`src/rtl/seq_alu.sv`:
```
// Clocked WIDTH-bit ALU with valid/ready handshake, registered flags
// and a shift-add multiplier returning the full double-width product.
module seq_alu #(
  parameter int WIDTH = 8
) (
  input  logic             clk,
  input  logic             rst,
  input  logic             in_valid,
  output logic             in_ready,
  input  logic [WIDTH-1:0] a,
  input  logic [WIDTH-1:0] b,
  input  logic             c_in,
  input  logic             mode,
  input  logic [2:0]       op,
  output logic             out_valid,
  input  logic             out_ready,
  output logic [WIDTH-1:0] result,
  output logic [WIDTH-1:0] result_hi,
  output logic             c_out,
  output logic             zero
);

  localparam int CW = $clog2(WIDTH + 1);
  localparam logic [CW-1:0] CNT_LAST = CW'(WIDTH);
  localparam logic [WIDTH-1:0] ONE = WIDTH'(1);

  typedef enum logic [1:0] {
    IDLE,
    EXEC,
    MUL,
    DONE
  } state_t;

  state_t state, state_nx;

  logic [WIDTH-1:0]   a_q, b_q;
  logic               c_in_q, mode_q;
  logic [2:0]         op_q;
  logic [2*WIDTH-1:0] prod;
  logic [CW-1:0]      cnt;

  logic               accept, is_mul;
  logic [WIDTH-1:0]   alu_res;
  logic               alu_c;
  logic [WIDTH:0]     ext;
  logic [WIDTH:0]     mul_sum;

  assign accept    = in_valid & in_ready;
  assign is_mul    = mode & (op == 3'b100);
  assign in_ready  = (state == IDLE);
  assign out_valid = (state == DONE);

  always_comb begin
    state_nx = state;
    unique case (state)
      IDLE: if (accept) state_nx = is_mul ? MUL : EXEC;
      EXEC: state_nx = DONE;
      MUL:  if (cnt == CNT_LAST) state_nx = DONE;
      DONE: if (out_ready) state_nx = IDLE;
    endcase
  end

  always_comb begin
    alu_res = '0;
    alu_c   = 1'b0;
    ext     = '0;
    if (!mode_q) begin
      unique case (op_q)
        3'b000: alu_res = a_q & b_q;
        3'b001: alu_res = a_q | b_q;
        3'b010: alu_res = ~(a_q & b_q);
        3'b011: alu_res = ~(a_q | b_q);
        3'b100: alu_res = a_q ^ b_q;
        3'b101: alu_res = ~(a_q ^ b_q);
        3'b110: alu_res = ~a_q;
        3'b111: alu_res = ~b_q;
      endcase
    end else begin
      unique case (op_q)
        3'b000: begin
          alu_res = ~a_q + ONE;
          alu_c   = (a_q == '0);
        end
        3'b001: begin
          alu_res = ~b_q + ONE;
          alu_c   = (b_q == '0);
        end
        3'b010: begin
          ext = {1'b0, a_q} + {1'b0, b_q}
              + {{WIDTH{1'b0}}, c_in_q};
          {alu_c, alu_res} = ext;
        end
        3'b011: begin
          alu_c   = (a_q >= b_q);
          alu_res = alu_c ? a_q - b_q : b_q - a_q;
        end
        3'b100: alu_res = '0;
        3'b101: begin
          alu_c   = (b_q >= a_q);
          alu_res = alu_c ? b_q - a_q : a_q - b_q;
        end
        3'b110: begin
          ext = {1'b0, a_q} + {1'b0, ONE};
          {alu_c, alu_res} = ext;
        end
        3'b111: begin
          alu_res = a_q - ONE;
          alu_c   = (a_q != '0);
        end
      endcase
    end
  end

  // Low half starts as the multiplier and shifts out as the product grows.
  assign mul_sum = {1'b0, prod[2*WIDTH-1:WIDTH]}
                 + {1'b0, (prod[0] ? a_q : {WIDTH{1'b0}})};

  always_ff @(posedge clk) begin
    if (rst) begin
      state     <= IDLE;
      a_q       <= '0;
      b_q       <= '0;
      c_in_q    <= 1'b0;
      mode_q    <= 1'b0;
      op_q      <= '0;
      prod      <= '0;
      cnt       <= '0;
      result    <= '0;
      result_hi <= '0;
      c_out     <= 1'b0;
      zero      <= 1'b0;
    end else begin
      state <= state_nx;
      unique case (state)
        IDLE: begin
          if (accept) begin
            a_q    <= a;
            b_q    <= b;
            c_in_q <= c_in;
            mode_q <= mode;
            op_q   <= op;
            prod   <= {{WIDTH{1'b0}}, b};
            cnt    <= '0;
          end
        end
        EXEC: begin
          result    <= alu_res;
          result_hi <= '0;
          c_out     <= alu_c;
          zero      <= (alu_res == '0);
        end
        MUL: begin
          if (cnt == CNT_LAST) begin
            result    <= prod[WIDTH-1:0];
            result_hi <= prod[2*WIDTH-1:WIDTH];
            c_out     <= |prod[2*WIDTH-1:WIDTH];
            zero      <= (prod == '0);
          end else begin
            prod <= {mul_sum, prod[WIDTH-1:1]};
            cnt  <= cnt + CW'(1);
          end
        end
        DONE: ;
      endcase
    end
  end

endmodule

```
`config.mk`:
```
export PLATFORM = sky130hd
export DESIGN_NAME = seq_alu
export DESIGN_NICKNAME = d
export VERILOG_FILES = /design/src/rtl/seq_alu.sv
export SDC_FILE = /design/constraint.sdc
export NUM_CORES = 1
export LEC_CHECK = 0
export ABC_CLOCK_PERIOD_IN_PS = 5410
export CORE_ASPECT_RATIO = 0.7
export CORE_MARGIN = 2
export CORE_UTILIZATION = 47
export CTS_CLUSTER_SIZE = 28
export DETAILED_ROUTE_END_ITERATION = 8
export GPL_TIMING_DRIVEN = 0
export MAX_ROUTING_LAYER = met4
export PLACE_DENSITY = 0.67
export SETUP_SLACK_MARGIN = 0.15
export SYNTH_ARGS = -nofsm -noshare
export SYNTH_HDL_FRONTEND = slang
export SYNTH_SLANG_ARGS = --single-unit
```
`constraint.sdc`:
```
create_clock -name clk -period 5.41 [get_ports clk]
set_clock_uncertainty 0.15 [all_clocks]
set_input_delay 0.8115 -clock clk [delete_from_list [all_inputs] [get_ports clk]]
set_output_delay 0.8115 -clock clk [all_outputs]
set_load 0.02 [all_outputs]
```
**Yosys cells after proc, flatten, opt, wreduce, memory -nomap -nowiden**

Cells that the tools add are included.

- $add $sub $neg: 10
- Order comparisons: 2
- Equal/unequal tests: 16
- Multiplexer cells: 27
- Bitwise logic cells: 10
- Reductions and logical operators: 14

Operators by type and width:

| cell | number |
|---|---|
| $pmux W8 S8 | 2 |
| $mux W8 | 6 |
| $not A8 Y8 | 5 |
| $mux W16 | 2 |
| $pmux W16 S2 | 1 |
| $pmux W8 S2 | 2 |
| $logic_not A8 Y1 | 3 |
| $add A8 B8 Y9 | 2 |
| $add A8 B1 Y8 const B | 2 |
| $ge A8 B8 Y1 | 2 |
| $logic_not A16 Y1 | 1 |
| $sub A8 B8 Y8 | 2 |
| $eq A3 B3 Y1 const B | 5 |
| $add A8 B1 Y9 const B | 1 |
| $add A9 B1 Y9 | 1 |
| $and A8 B8 Y8 | 1 |
| $mux W2 | 4 |
| $mux W4 | 2 |
| $or A8 B8 Y8 | 1 |
| $pmux W2 S4 | 1 |
| $pmux W4 S2 | 1 |
| $reduce_bool A8 Y1 | 1 |
| $reduce_or A8 Y1 | 1 |
| $sub A8 B1 Y8 const B | 1 |
| other kinds (18) | 29 |

- Flip-flop bits (word level): 61
- Input bits: 25
- Output and inout port bits: 20
- Logic and storage cells: 91

**Logic depth before layout (Yosys ltp)**

Gate-level depths: netlist (run 1).

- Word-level depth: 6
- Depth in mapped cells: 14
- Gate-level depth less buffers: 13

**Worst setup path before layout (run 1)**

Ideal clock, no wire load.

- Path kind: reg-to-reg
- Start: register a_q[3]
- End: register zero
- Library setup time: 0.073 ns
- Arrival time: 3.114 ns
- Data required time: 5.187 ns
- Path slack: 2.073 ns
- Cell stages (with the launch flop): 14
- Path buffers: 2
- Clock period less this slack: 3.337 ns
- Cells stage by stage: dfxtp_1 -> clkbuf_1 -> inv_1 -> ha_1 -> buf_2 -> nor4_1 -> nor4_1 -> o221a_4 -> a22o_4 -> a221o_1 -> a221o_1 -> o221ai_2 -> nand4_1 -> o22ai_2

- Cells in the longest elaborated chain, start to end: 6
- Elaborated cells on any way between the ends: 23
- Classes of those cells: add/sub (7); order compare (2); mux (6); bitwise (7); reduce/logical (1)

Ends and longest elaborated chain:

| element | line | text |
|---|---|---|
| from (decl) | 36 | `logic [WIDTH-1:0] a_q, b_q;` |
| from (signal assigned) | 121 | `a_q <= '0;` |
| from (signal assigned) | 137 | `a_q <= a;` |
| $add A8 B8 Y9 (tied with other cells) | 89 | `ext = {1'b0, a_q} + {1'b0, b_q}` |
| $add A9 B1 Y9 (tied with other cells) | 90 | `+ {{WIDTH{1'b0}}, c_in_q};` |
| $pmux W8 S8, on equally long branches | 79, 68 |  |
| $mux W8 (*) | 67 | `if (!mode_q) begin` |
| $logic_not A8 Y1 (*) | 150 | `zero <= (alu_res == '0);` |
| $pmux W1 S2 (*) | 134 | `unique case (state)` |
| to (signal assigned) | 150 |  |
| to (signal assigned) | 157 | `zero <= (prod == '0);` |
| to (decl) | 20 | `output logic zero` |

Every way passes the cells marked *; elsewhere a longest branch is shown, timed or not.
A chain may end at the register's enable or synchronous reset.

**Final worst setup path (run 1)**

- Start: register a_q[1]
- End: register zero

Same word-level chain as after synthesis.

==> impl_metrics.json, run 1 <==
{
  "ir_drop_uv": 269.3,
  "worstSkewPairLatency_ns": 0.34,
  "cts_buffers": 9,
  "io_pins": 45,
  "cts_tree": "built",
  "fin_tns_setup_ns": 0,
  "num-nets-final": 858,
  "clkTransAtPathRegs_ns": 0.06,
  "drive_gt1_share_pct": 7.653,
  "p_switching_mw": 1.518,
  "p_clk_share_pct": 17.3,
  "cts_buffer_depth": 2,
  "r2r-end": "zero",
  "portBuffers": 43,
  "drtPass1Iterations": 5,
  "synth_cell_type_count": 79,
  "cpPeakStageDelay_ns": 0.60,
  "synthTopCellsByArea": "dfxtp_1 (22%), ha_1 (11%), a21oi_1 (7.3%), nand2_1 (5.8%), nor2_1 (4.7%)",
  "num_antenna_cells": 0,
  "cts-resized-gates": 0,
  "syn_area_sq_um": 5549,
  "cp.arrival_ns": 4.99,
  "cts_max_level": 3,
  "drtIter0Drc": 560,
  "hold_class": "flip-flop to flip-flop",
  "wl_um": 19920,
  "slew_violations": 0,
  "grt_pass1_vias": 5211,
  "p_comb_share_pct": 61.0,
  "period_share_pct": 90.03,
  "cp_slowest_cell": "nor4_1",
  "crit_buf_inv": 2,
  "dieHeight_um": 94.91,
  "post_drt_wl_per_cell_um": 21.17,
  "yosys_most_used_dff": "dfxtp_1",
  "rrSetupSlack_ns": 0.54,
  "criticalPathCategory": "flip-flop to flip-flop",
  "swShare_pct": 48.93,
  "syn2layout_area_growth_pct": 16.30,
  "finalCriticalPeriod_ns": 4.871,
  "dieWidth_um": 133.9,
  "drcViolationCount": 0,
  "gp_congestion": 0.9586,
  "vias_per_cell": 6.176,
  "finalSetupViolCount": 0,
  "cp_max_fo": 10,
  "cp-start-kind": "flip-flop",
  "grt_antenna_before_repair": 1,
  "fmax_mhz": 205.3,
  "synth_edf_count": 0,
  "reg2regPathDepth": 11,
  "ys_seq_area_share_pct": 22.01,
  "slew_headroom_pct": 48.08,
  "core_sq_um": 11600,
  "grt_max_degree": 12,
  "power.density_nw_per_um2": 480.7,
  "p_seq_share_pct": 21.7,
  "die-area_sq_um": 12710,
  "clock_sinks": 61,
  "syn_area_per_cell_sq_um": 7.654,
  "required_ns": 5.53,
  "ys_warn_count": 0,
  "postCtsSetupBuffers": 0,
  "maxCapViolations": 0,
  "critPathLaunch": "a_q[1]",
  "synth-seq-cells": 61,
  "post-place-ws_ns": 0.7722,
  "endpoint_kind": "flip-flop",
  "timing.critical_path.max_delay_family": "compound AO/OA/AOI/OAI gates",
  "final-hold-violation-count": 0,
  "hold_buffers": 0,
  "row_count": 33,
  "hpwl_um": 15570,
  "cp-endpoint": "zero",
  "overflow": 0,
  "setup_ws_ns": 0.5392,
  "grt_use_total_pct": 31.97,
  "root_buffer": "clkbuf_16",
  "synth-async-reset-ratio_pct": 0,
  "status": "finished clean",
  "tightest_slew_ns": 0.7717,
  "rsz0062_at_grt": "false",
  "ant_nets": 0,
  "reg2reg_from": "a_q[1]",
  "synth_cells": 725,
  "yosysTopAreaCell": "dfxtp_1",
  "p_int_mw": 1.584,
  "start_util_pct": 47.83,
  "synthesis.nets": 804,
  "p_leak_nw": 2.404,
  "via_count": 5812,
  "path_depth": 11,
  "worstPathCellList": "clkbuf_1 -> inv_1 -> fa_1 -> nor3b_1 -> nor4_1 -> o221a_4 -> o32ai_4 -> a211o_1 -> o21ai_0 -> or2b_2 -> o22ai_2",
  "synth_top_area_share_pct": 22.01,
  "grt_pass1_wl_um": 29680
}
-- power by group through the flow --
stage | Sequential [mW] | Combinational (mW) | Clock, mW
after floorplan | 0.660 | 1.30 | 0
after global placement | 0.673 | 1.81 | 0
after detailed placement | 0.677 | 1.83 | 0
after CTS | 0.668 | 1.84 | 0.537
after global routing | 0.684 | 2.04 | 0.559
final | 0.673 | 1.89 | 0.536
-- worst min path at each step --
stage	start	slack, ns	end	cells past startpoint
finish	result_hi[7]	0.30	result_hi[7]	2
global route	result_hi[2]	0.32	result_hi[2]	2
CTS	result_hi[3]	0.31	result_hi[3]	2
detailed placement	result_hi[6]	0.30	result_hi[6]	2
global placement	result_hi[3]	0.29	result_hi[3]	2
floorplan	c_in_q	0.30	c_in_q	2
-- placed cells by master (no fill, tap or decap), types with 16 or more instances in the layout --
master,instances
clkdlybuf4s50_1,43
a21oi_1,81
clkbuf_1,32
o21ai_0,26
nand2_1,86
nor2_1,70
mux2i_1,17
inv_1,37
nand2b_1,17
nor3_1,16
ha_1,49
dfxtp_1,61
xnor2_1,19
-- synthesized netlist by cell type, types with 7 or more instances --
master and n:
nand2_1 86, a21oi_1 81, nor2_1 70, dfxtp_1 61, ha_1 49, inv_1 37
clkbuf_1 32, o21ai_0 26, xnor2_1 19, mux2i_1 17, nand2b_1 17, nor3_1 16
a211oi_1 12, nand3_1 12, and2_1 11, nor2b_1 11, o22ai_1 10, a22oi_1 9
clkbuf_8 8, a221oi_1 7, nor4_1 7, o21a_1 7
-- final cells by class --
type | count | area (sq um)
inverter | 37 | 138.9
fill | 1124 | 5149
clock buffer | 10 | 239.0
buffer | 46 | 266.5
tap | 157 | 196.4
sequential | 61 | 1221
timing repair buffer | 43 | 430.4
clock inverter | 6 | 38.79
multi-input combinational | 581 | 3923
-- worst min-delay path: stages (launching register included) --
cell and delay (ns):
dfxtp_1 0.30, nand2_1 0.05, a21oi_1 0.05
-- state kept, by name, indices dropped and copies added (netlist names), 2 cells and up --
register / count
a_q: 8
prod: 16
b_q: 8
result: 8
result_hi: 8
cnt: 4
state: 2
op_q: 3
-- logic make-up after synthesis --
| family | synth area share [%] |
|---|---|
| compound gates | 27.49 |
| xor+xnor | 3.946 |
| fa+ha+maj | 12.85 |
| buf+inv | 7.306 |
| flops | 22.01 |
| mux | 4.284 |
| simple gates | 22.12 |
-- per-layer routing --
metal	part of all wire (%)	vias up	track usage [%]	routed length, um
met5	0	-	-	0
met4	1.8	0	6.560	349
met3	10	34	8.427	1984
met2	39	283	43.42	7761
met1	49	2799	46.80	9821
li1	-	2696	-	-
-- stage by stage --
step           total power, mW  std cells  hold slack [ns]  instance area (sq um)  util, %
2_1_floorplan            1.958        725           0.2995                   5549        -
4_1_cts                  3.046        941           0.3057                   6454    55.62
6_report                 3.102        941           0.3030                   6454    55.62
3_5_place_dp             2.506        925           0.2977                   6176    53.23
3_3_place_gp             2.479        925           0.2915                   6176    53.23
5_1_grt                  3.283        941           0.3216                   6454    55.62
(Power assumes the default switching activity.)
==> run 2: changes to the inputs <==
--- a/config.mk
+++ b/config.mk
@@ -14,6 +14,7 @@
 export GPL_TIMING_DRIVEN = 0
 export MAX_ROUTING_LAYER = met4
 export PLACE_DENSITY = 0.67
+export REMOVE_ABC_BUFFERS = 1
 export SETUP_SLACK_MARGIN = 0.15
 export SYNTH_ARGS = -nofsm -noshare
 export SYNTH_HDL_FRONTEND = slang
==> run 2 against run 1 <==
Total power shrank 5.4%. First-iteration DRC count grew 7.9%. Core utilization shrank 2.0 points. Count of clock-buffer cells in the layout grew 2. Sequential cell count is the same. Wire length shrank 17%. Via count shrank 6.6%. Design area shrank 3.6%. Die area is the same. Combinational power shrank 12%. Sequential power grew 10%.
==> impl_metrics.json, run 2 (synthesis results as in run 1) <==
{
  "status": "finished clean",
  "ir_drop_uv": 240.8,
  "place_area_sq_um": 5937,
  "use_met2_pct": 38.21,
  "via_count": 5429,
  "dp.cells": 881,
  "drcViolationCount": 0,
  "syn2layout_area_growth_pct": 12.06,
  "worstPathCellList": "inv_1 -> fa_1 -> nor3b_1 -> nor4_1 -> o221a_4 -> o32ai_4 -> a221oi_1 -> o221a_1 -> o22ai_2 -> or2b_2 -> o22ai_2",
  "fin_area_sq_um": 6218,
  "busiest_layer": "met1",
  "cpPeakStageDelay_ns": 0.75,
  "whs_ns": 0.3010,
  "finish.utilization_pct": 53.60,
  "rsz0062_at_grt": "false",
  "clock_sinks": 61,
  "hpwl_um": 12340,
  "cts-resized-gates": 0,
  "overflow": 0,
  "core_sq_um": 11600,
  "cts_tree": "built",
  "portBuffers": 44,
  "gp_congestion": 0.9472,
  "clkTransAtPathRegs_ns": 0.05,
  "finalPower_mw": 2.934,
  "fin_tns_setup_ns": 0,
  "dieHeight_um": 94.91,
  "instances_no_fill": 897,
  "reg2regPathDepth": 11,
  "cp-start-kind": "flip-flop",
  "timing.critical_path.max_delay_family": "compound AO/OA/AOI/OAI gates",
  "power.density_nw_per_um2": 471.8,
  "tightest_slew_ns": 1.121,
  "grt_use_total_pct": 27.65,
  "root_buffer": "clkbuf_16",
  "finalSetupViolCount": 0,
  "num_antenna_cells": 0,
  "cts_buffers": 9,
  "crit_buf_inv": 1,
  "slew_violations": 0,
  "drive_gt1_share_pct": 7.027,
  "slew_headroom_pct": 25.17,
  "post_drt_wl_per_cell_um": 18.48,
  "hold_start": "result_hi[4]",
  "post-place-ws_ns": 1.233,
  "io_pins": 45,
  "grt_max_degree": 57,
  "vias_per_cell": 6.052,
  "drtPass1Iterations": 5,
  "wl_um": 16580,
  "setup_ws_ns": 1.081,
  "ant_nets": 0,
  "drtIter0Drc": 604,
  "whs_endpoint": "result_hi[4]",
  "postCtsSetupBuffers": 0,
  "r2r-end": "zero",
  "criticalPathCategory": "flip-flop to flip-flop",
  "num-nets-final": 814,
  "grtUsageMet1_pct": 40.81,
  "largest_register": "prod",
  "worstSkewPairLatency_ns": 0.33,
  "required_ns": 5.52,
  "path_common_cell": "o22ai_2",
  "fmax_mhz": 231.0,
  "finalCriticalPeriod_ns": 4.329,
  "die-area_sq_um": 12710,
  "hold_class": "flip-flop to flip-flop",
  "nFillCells": 1091,
  "cp_slowest_cell": "dfxtp_1",
  "final-hold-violation-count": 0,
  "row_count": 33,
  "p_leak_nw": 2.303,
  "layout_common_cells": "nand2_1 (86), a21oi_1 (81), nor2_1 (70), dfxtp_1 (59), ha_1 (48)",
  "cp.arrival_ns": 4.44,
  "min_path_cells": 2,
  "cp_max_fo": 15,
  "hold_buffers": 0,
  "dieWidth_um": 133.9,
  "reg2reg_from": "a_q[1]",
  "grt_use_met3_pct": 5.743,
  "cts_max_level": 3,
  "largest_reg_flops": 16,
  "endpoint_kind": "flip-flop",
  "maxCapViolations": 0,
  "period_share_pct": 80.01,
  "final_common_cell": "nand2_1",
  "start_util_pct": 47.83,
  "grt_antenna_before_repair": 0,
  "grt_pass1_vias": 4999,
  "grt_pass1_wl_um": 26730,
  "rrSetupSlack_ns": 1.08,
  "cts_buffer_depth": 2
}
==> run 2: cell count changes in the layout (fill, tap and decap cells not counted), moves of 2 or more <==
cell / previous run / this run
buf_1: 2 / 0
clkbuf_8: 9 / 2
dfxtp_1: 61 / 59
dfxtp_2: 0 / 2
clkbuf_1: 32 / 1
==> run 2: cell type report <==
class	count	area [sq um]	area share [%]
sequential	61	1224	19.68
clock buffer	12	256.5	4.125
timing repair buffer	45	455.4	7.324
tap	157	196.4	3.159
inverter	37	138.9	2.233
clock inverter	4	22.52	0.3622
multi-input combinational	581	3925	63.12
==> run 2: worst reg2reg max path, stage by stage, from the launching register on <==
cell and delay, ns:
dfxtp_1 0.75, inv_1 0.37, fa_1 0.55, nor3b_1 0.19
nor4_1 0.53, o221a_4 0.36, o32ai_4 0.16, a221oi_1 0.41
o221a_1 0.25, o22ai_2 0.11, or2b_2 0.33, o22ai_2 0.08
==> run 2: how the worst max path moves through the flow <==
stage / startpoint / to / depth (start not counted)
after global placement: a_q[1] / result[2] / 11
after floorplan: a_q[1] / zero / 11
after CTS: a_q[1] / zero / 11
after global routing: a_q[1] / zero / 11
after detailed placement: a_q[1] / zero / 11
final: a_q[1] / zero / 11
==> run 2: per-layer routing <==
metal  wire length, um  part of all wire, %  vias to the layer above
met3              1514                  9.1                       23
met4               267                  1.6                        0
met1              8216                   50                     2575
li1                  -                    -                     2604
met5                 0                    0                        -
met2              6582                   40                      227
==> run 2: power by group <==
part	leakage (nW)	internal, mW	total [mW]	switching (mW)
sequential	0.499	0.545	0.743	0.198
clock	0.138	0.332	0.531	0.199
combinational	1.67	0.655	1.66	1.00
total	2.30	1.53	2.93	1.40
